**config.mk**
```make
export PLATFORM = sky130hd
export DESIGN_NAME = regfile_scoreboard
export DESIGN_NICKNAME = d
export VERILOG_FILES = /design/src/rtl/regfile_scoreboard_pkg.sv /design/src/rtl/regfile_scoreboard_sb_counter.sv /design/src/rtl/regfile_scoreboard.sv
export SDC_FILE = /design/constraint.sdc
export NUM_CORES = 1
export LEC_CHECK = 0
export CORE_UTILIZATION = 43
export DETAILED_ROUTE_END_ITERATION = 8
export SLEW_MARGIN = 10
export SYNTH_ARGS = -nofsm -noshare
export SYNTH_HDL_FRONTEND = slang
export SYNTH_SLANG_ARGS = --single-unit
```
**constraint.sdc**
```tcl
create_clock -name clk -period 4.6 [get_ports clk]
set_input_delay 1.15 -clock clk [delete_from_list [all_inputs] [get_ports clk]]
set_output_delay 1.15 -clock clk [all_outputs]
set_load 0.02 [all_outputs]
```
**src/rtl/regfile_scoreboard_pkg.sv**
```systemverilog
// Shared widths and constants for the register-file scoreboard.
package regfile_scoreboard_pkg;

  // Register file addressing: 15 implemented registers, address 15 is unimplemented.
  localparam int unsigned REG_ADDR_W = 4;
  localparam int unsigned NUM_REGS   = 15;
  localparam logic [REG_ADDR_W-1:0] INVALID_REG = 4'd15;

  // Per-register pending-write counter and stall performance counter widths.
  localparam int unsigned CNT_W  = 2;
  localparam int unsigned PERF_W = 16;

endpackage

```
**src/rtl/regfile_scoreboard_sb_counter.sv**
```systemverilog
// Per-register pending-write counter (sb_counter): saturating up/down with synchronous clear.
module regfile_scoreboard_sb_counter
  import regfile_scoreboard_pkg::*;
(
  input  logic             clk,
  input  logic             rst,
  input  logic             inc,
  input  logic             dec,
  input  logic             clr,
  output logic [CNT_W-1:0] cnt,
  output logic             full,
  output logic             nonzero
);

  logic [CNT_W-1:0] cnt_q, cnt_d;
  logic             do_inc, do_dec;

  assign full    = (cnt_q == '1);
  assign nonzero = (cnt_q != '0);
  assign cnt     = cnt_q;

  // Next count: a decrement never underflows; an increment at full is only legal with a decrement.
  always_comb begin
    do_dec = dec && nonzero;
    do_inc = inc && (!full || do_dec);
    cnt_d  = cnt_q;
    if (clr) begin
      cnt_d = '0;
    end else if (do_inc && !do_dec) begin
      cnt_d = cnt_q + CNT_W'(1);
    end else if (!do_inc && do_dec) begin
      cnt_d = cnt_q - CNT_W'(1);
    end
  end

  // Count register.
  always_ff @(posedge clk or posedge rst) begin
    if (rst) begin
      cnt_q <= '0;
    end else begin
      cnt_q <= cnt_d;
    end
  end

endmodule

```
**src/rtl/regfile_scoreboard.sv**
```systemverilog
// Register-file scoreboard: RAW / pending-write-saturation issue gating, stall counter, error flag.
module regfile_scoreboard
  import regfile_scoreboard_pkg::*;
(
  input  logic                  clk,
  input  logic                  rst,
  input  logic                  issue_valid,
  input  logic [REG_ADDR_W-1:0] issue_src1,
  input  logic [REG_ADDR_W-1:0] issue_src2,
  input  logic                  issue_use_src2,
  input  logic                  issue_wb_en,
  input  logic [REG_ADDR_W-1:0] issue_dest,
  output logic                  issue_ready,
  input  logic                  wb_valid,
  input  logic [REG_ADDR_W-1:0] wb_dest,
  input  logic                  flush,
  output logic [NUM_REGS-1:0]   busy_mask,
  output logic [PERF_W-1:0]     stall_cycles,
  output logic                  err
);

  localparam int unsigned AddrSpace = 2 ** REG_ADDR_W;

  logic [NUM_REGS-1:0] inc, dec, full, nonzero;
  logic [CNT_W-1:0]    cnt [NUM_REGS];

  // Address-space-wide views; entries for unimplemented addresses stay 0 so they never hazard.
  logic [AddrSpace-1:0] eff_busy, full_held, nz_ext;
  logic                 hazard, fire;
  logic                 err_q, err_d;
  logic [PERF_W-1:0]    stall_q, stall_d;

  for (genvar i = 0; i < NUM_REGS; i++) begin : g_cnt
    assign inc[i] = fire && issue_wb_en && (issue_dest == REG_ADDR_W'(i));
    assign dec[i] = wb_valid && !flush && (wb_dest == REG_ADDR_W'(i));

    regfile_scoreboard_sb_counter u_cnt (
      .clk     (clk),
      .rst     (rst),
      .inc     (inc[i]),
      .dec     (dec[i]),
      .clr     (flush),
      .cnt     (cnt[i]),
      .full    (full[i]),
      .nonzero (nonzero[i])
    );
  end

  // Effective busy state: a writeback this cycle is already visible to readers (negedge RF write).
  always_comb begin
    eff_busy  = '0;
    full_held = '0;
    nz_ext    = '0;
    for (int i = 0; i < NUM_REGS; i++) begin
      logic wb_hit;
      wb_hit       = wb_valid && (wb_dest == REG_ADDR_W'(i)) && nonzero[i];
      eff_busy[i]  = nonzero[i] && !(wb_hit && (cnt[i] == CNT_W'(1)));
      full_held[i] = full[i] && !wb_hit;
      nz_ext[i]    = nonzero[i];
    end
  end

  // Hazard compare and issue handshake; ready does not depend on issue_valid.
  always_comb begin
    hazard = eff_busy[issue_src1]
          || (issue_use_src2 && eff_busy[issue_src2])
          || (issue_wb_en && full_held[issue_dest]);
    issue_ready = !flush && !hazard;
    fire        = issue_valid && issue_ready;
  end

  // Sticky error on underflow, writeback to 15, or issue to 15; suppressed during flush.
  always_comb begin
    err_d = err_q;
    if (!flush) begin
      if (wb_valid && !nz_ext[wb_dest]) begin
        err_d = 1'b1;
      end
      if (fire && issue_wb_en && (issue_dest == INVALID_REG)) begin
        err_d = 1'b1;
      end
    end
  end

  // Saturating stall counter; flush cycles with a waiting instruction count too.
  always_comb begin
    stall_d = stall_q;
    if (issue_valid && !issue_ready && (stall_q != '1)) begin
      stall_d = stall_q + PERF_W'(1);
    end
  end

  // Error flag and stall counter registers.
  always_ff @(posedge clk or posedge rst) begin
    if (rst) begin
      err_q   <= 1'b0;
      stall_q <= '0;
    end else begin
      err_q   <= err_d;
      stall_q <= stall_d;
    end
  end

  assign busy_mask    = nonzero;
  assign stall_cycles = stall_q;
  assign err          = err_q;

endmodule

```
==> impl_metrics.yaml <==
status:
  status: "completed"
clock_network:
  cts_buffer_depth: 2
  clkLatencyLatePin_ps: 310
  path_clk_slew_ps: 70
  hold_buffers: 0
  cts_buffers: 5
  cts_root_buffer: "clkbuf_16"
  cts_tree: "yes"
  cts_sinks: 47
  htree_num_levels: 2
global_routing:
  grt_pass1_vias: 4685
  globalRoute.busiestLayer: "met2"
  grt_antenna_before_repair: 0
  met2_usage_pct: 41.82
  gr-usage-met3_pct: 4.842
  grt-ovfl-total: 0
  met1_usage_pct: 33.39
  grt.total_usage_pct: 25.59
  grt_pass1_wl_um: 23270
  grt_max_degree: 48
timing:
  drv_slew: 0
  hold_ws_ps: 497.1
  setup_viol: 0
  worstMarginPinSlew_ps: 1056
  hold_viol_final: 0
  fin_skew_ps: 7.615
  fin_crit_ps: 4540
  clock.fmax_ghz: 0.2203
  worst_slack_ps: 60.27
  slew_headroom_pct: 29.51
  fin_crit_sh_pct: 98.69
  grt_setup_unrepaired: "no"
yosys:
  yosysWarnings: 0
  synth_common_cells: "inv_1 (63), nor2_1 (59), dfrtp_1 (47), ha_1 (46), nand2_1 (40)"
  ys_seq_area_share_pct: 23.84
  synthCells: 586
  synth.avg_cell_area_um2: 8.419
  synth_cell_types: 76
  synth_ff_type: "dfrtp_1"
  yosysMostFrequentCell: "inv_1"
  synth_nets: 655
  synthDominantCellAreaShare_pct: 23.84
  synth_area_leaders: "dfrtp_1 (24%), ha_1 (12%), inv_1 (4.8%)"
  synth_edf_count: 0
  synth.cell_area_mm2: 0.004933
  synth_area_leader_cell: "dfrtp_1"
  ys_seq_elements: 47
  async_flop_share_pct: 100.0
critical_path:
  cp-start-kind: "input pin"
  r2r-end: "g_cnt[4].u_cnt.cnt[0]$_DFFE_PP0P_"
  r2r-start: "g_cnt[6].u_cnt.cnt[0]$_DFFE_PP0P_"
  r2r_slack_ps: 900
  reg2regPathDepth: 11
  cp_max_fo: 2
  worstSetupPathType: "in -> out"
  cp-end-kind: "output pin"
  crit_arrival_ps: 3390
  critPathRequiredTime_ps: 3450
detailed_routing:
  ant_nets: 0
  wl_um: 14250
  drtPass1Iterations: 4
  drt-initial-drc-count: 275
  drcViolationCount: 0
  wire_per_inst_um: 17.26
  routed_via_density: 5.688
  num_vias: 4698
placement:
  port_buffers: 55
  place_hpwl_um: 11160
  post-place-ws_ps: -759.6
  gp_congestion: 0.9310
worst_hold_path:
  hold_start: "err$_DFFE_PP0P_"
  worstHoldEndpoint: "err$_DFFE_PP0P_"
  hold_depth: 1
  hold_path.class: "reg -> reg"
floorplan:
  io_pins: 56
  start_util_pct: 44.73
  core_mm2: 0.01103
  die_x_um: 109.1
  dieHeight_um: 109.1
  rows: 38
  dieArea_mm2: 0.01191
pwr:
  power_frac_seq_pct: 31.9
  powerDensity_mw_per_mm2: 254.6
  p_sw_share_pct: 34.83
  intPower_uw: 1047
  power.leakage_uw: 0.002762
  p_sw_uw: 559.4
  comb_power_share_pct: 37.2
  pwr-share-clk_pct: 30.9
  ir_drop_mv: 0.2573
layout:
  antenna_cells_inserted: 0
  syn_to_final_growth_pct: 27.87
  final_util_pct: 57.19
  fill_cells: 1063
  multiInputGateArea_mm2: 0.003364
  regArea_mm2: 0.001176
  final_layout_size_suffix_gt1_share_pct: 21.28
  layout.nets: 754
flow_run:
  max-cap-violations: 0
-- layer usage --
| metal | vias up | share of wire (%) |
|---|---|---|
| met5 | - | 0 |
| met4 | 0 | 2.8 |
| met3 | 24 | 5.3 |
| met2 | 133 | 46 |
| met1 | 2257 | 46 |
| li1 | 2284 | - |
-- stage by stage --
step	cell area [um^2]	power, uW	setup TNS, ps	instances
floorplan	4933	875.9	0	586
global placement	5991	1089	-1309	814
detailed placement	5991	1101	-1630	814
CTS	6261	1616	0	826
global route	6309	1695	0	826
finish	6309	1606	0	826
-- state kept, by name, summed over array words and instances, names as in the netlist --
register / flops
stall_cycles: 16
g_cnt.u_cnt.cnt: 30
err: 1
-- worst max-delay path: stages --
cell             delay [ps]
clkdlybuf4s50_1         470
and2_1                  190
o32a_1                  290
o221ai_1                300
o211ai_2                140
a211o_4                 360
or2_4                   270
inv_1                    80
buf_4                   140
-- power by group through the flow --
stage	Combinational, uW	Sequential [uW]	Clock, uW
3_5_place_dp	581	519	0
6_report	597	512	497
2_1_floorplan	331	545	0
3_3_place_gp	573	516	0
4_1_cts	592	512	512
5_1_grt	652	520	523
-- logic make-up (layout without fill, tap and decap cells) --
group	count (synthesis)	in the layout	share of synthesized area [%]
simple gates	221	221	25.23
compound gates	116	116	17.63
buf+inv	106	206	9.891
flops	47	47	23.84
fa+ha+maj	46	46	11.67
mux	30	30	8.191
xor+xnor	20	20	3.551
-- how the worst max path moves through the flow --
stage | start | endpoint | depth (start not counted)
finish | issue_dest[0] | issue_ready | 9
global route | wb_valid | issue_ready | 10
CTS | wb_dest[2] | issue_ready | 10
detailed placement | wb_dest[3] | issue_ready | 9
global placement | wb_valid | issue_ready | 11
floorplan | wb_dest[1] | issue_ready | 10
-- layout by cell type (no fill, tap or decap), drive strengths merged, types with 12 or more instances in the layout --
master	Yosys	layout
nor3	30	30
clkdlybuf4s50	0	49
xnor2	12	12
inv	63	64
a31oi	14	14
o21ai	16	16
buf	30	81
nand2	41	41
ha	46	46
nor2	59	59
dfrtp	47	47
a21oi	18	18
nand3	12	12
mux2i	13	13
-- what timing repair did --
action | 4_1_cts | 5_1_grt
resized for setup | 22 | 18
gates cloned | 1 | 0
endpoints found under the setup margin | 1 | 1
pin swaps | 0 | 3
buffers inserted | 3 | 0
-- final cells by class --
cell class	instances	area share, %
multi-input combinational	433	53.33
sequential	47	18.64
timing repair buffer	135	18.39
inverter	63	3.749
tap	140	2.777
clock buffer	5	1.983
clock inverter	3	1.131
No activity file was read; power rests on OpenSTA's default activity.
==> RTL change, RTL diff (config.mk and constraints unchanged) <==
The package constant `NUM_REGS` goes from 15 to 16.
--- a/src/rtl/regfile_scoreboard_pkg.sv
+++ b/src/rtl/regfile_scoreboard_pkg.sv
@@ -4,5 +4,5 @@
   // Register file addressing: 15 implemented registers, address 15 is unimplemented.
   localparam int unsigned REG_ADDR_W = 4;
-  localparam int unsigned NUM_REGS   = 15;
+  localparam int unsigned NUM_REGS   = 16;
   localparam logic [REG_ADDR_W-1:0] INVALID_REG = 4'd15;
 
Ports: changed (resized busy_mask); port bits go from 56 to 57. The function was not compared with the original's and may differ.
==> RTL change against the original RTL <==
- final area rose by 4.6%
- setup slack better by 0.13 ns
- area after synthesis grew 6.5%
- fmax is 2.9% higher
- sequential share of layout area down 0.069 points
- wire length grew 9.4%
- via count is 9.5% higher
- power shrank 8.6%
- first-iteration DRC count increased by 35%
- sequential cell count increased by 2
- critical endpoint unchanged
==> RTL change: results (changes against the original RTL) <==
| Metric | Value |
|---|---|
| Run status | finished, final reports clean |
| Crit Path Max Fanout | 9 (+7) |
| Static Leakage | 2.923 nW (+5.8%) |
| Worst VDD drop | 271.0 µV (+5.3%) |
| Hold slack | 0.4835 ns (-0.01368 ns) |
| Amount of wire on met2 after detailed routing | 7197 µm (+11%) |
| Final Net Count | 803 (+6.5%) |
| Signal buffers share of area | 18.61% (+0.23 points) |
| Multi-input gates | 469 (+8.3%) |
| Detailed Route Iter0 Violations | 370 (+35%) |
| Layout sequential cell count | 49 (+4.3%) |
| Net switching power figure | 539.1 µW (-3.6%) |
| Detailed-route wire length on metal 1 | 7240 µm (+10%) |
| Final cell count without fillers | 879 (+6.4%) |
| Count of buffers added by post-CTS timing repair for setup | 0 (-3) |
| Footprint of the multi-input gates | 0.003572 mm² (+6.2%) |
| Launching point of the worst reg2reg path | g_cnt[9].u_cnt.cnt[0] |
| Met2 Usage GRT | 40.33% (-1.5 points) |
| Cell area after layout | 0.006601 mm² (+4.6%) |
| Global Route met3 Usage | 4.644% (-0.20 points) |
| Net count after synthesis | 700 (+6.9%) |
| Placed insts | 866 (+6.4%) |
| Number of resized instances in the post-cts repair step | 16 (-27%) |
| DR pass1 iterations | 5 (+1) |
| Largest net degree at the start of global routing | 55 (+15%) |
| Pwr/cell area | 222.3 mW/mm² (-13%) |
| Length of routed met3 wiring | 888 µm (+18%) |
| Power drawn by the clock network | 403 µW (-19%) |
==> RTL change: changes by cell type after synthesis, moves of 5 or more <==
cell,before,now
sky130_fd_sc_hd__and4_1,0,7
sky130_fd_sc_hd__xor2_1,8,14
sky130_fd_sc_hd__nor2_1,59,66
sky130_fd_sc_hd__mux2_1,4,13
sky130_fd_sc_hd__nand3_1,12,18
sky130_fd_sc_hd__clkbuf_1,13,19
sky130_fd_sc_hd__xnor2_1,12,7
sky130_fd_sc_hd__a21oi_1,18,12
sky130_fd_sc_hd__nor3_2,0,5
sky130_fd_sc_hd__nand2_1,40,46
sky130_fd_sc_hd__nor3b_1,8,2
sky130_fd_sc_hd__a311oi_1,4,11
==> RTL change: logic make-up (layout without fill, tap and decap cells) <==
group	after synthesis	after routing	share of synthesized area (%)
multiplexers	37	37	8.807
adder cells (fa/ha/maj)	50	50	11.88
buffers and inverters	110	214	9.617
XOR/XNOR	21	21	3.499
flip-flops	49	49	23.33
AO/OA/AOI/OAI	108	108	15.90
AND/OR/NAND/NOR	253	253	26.97
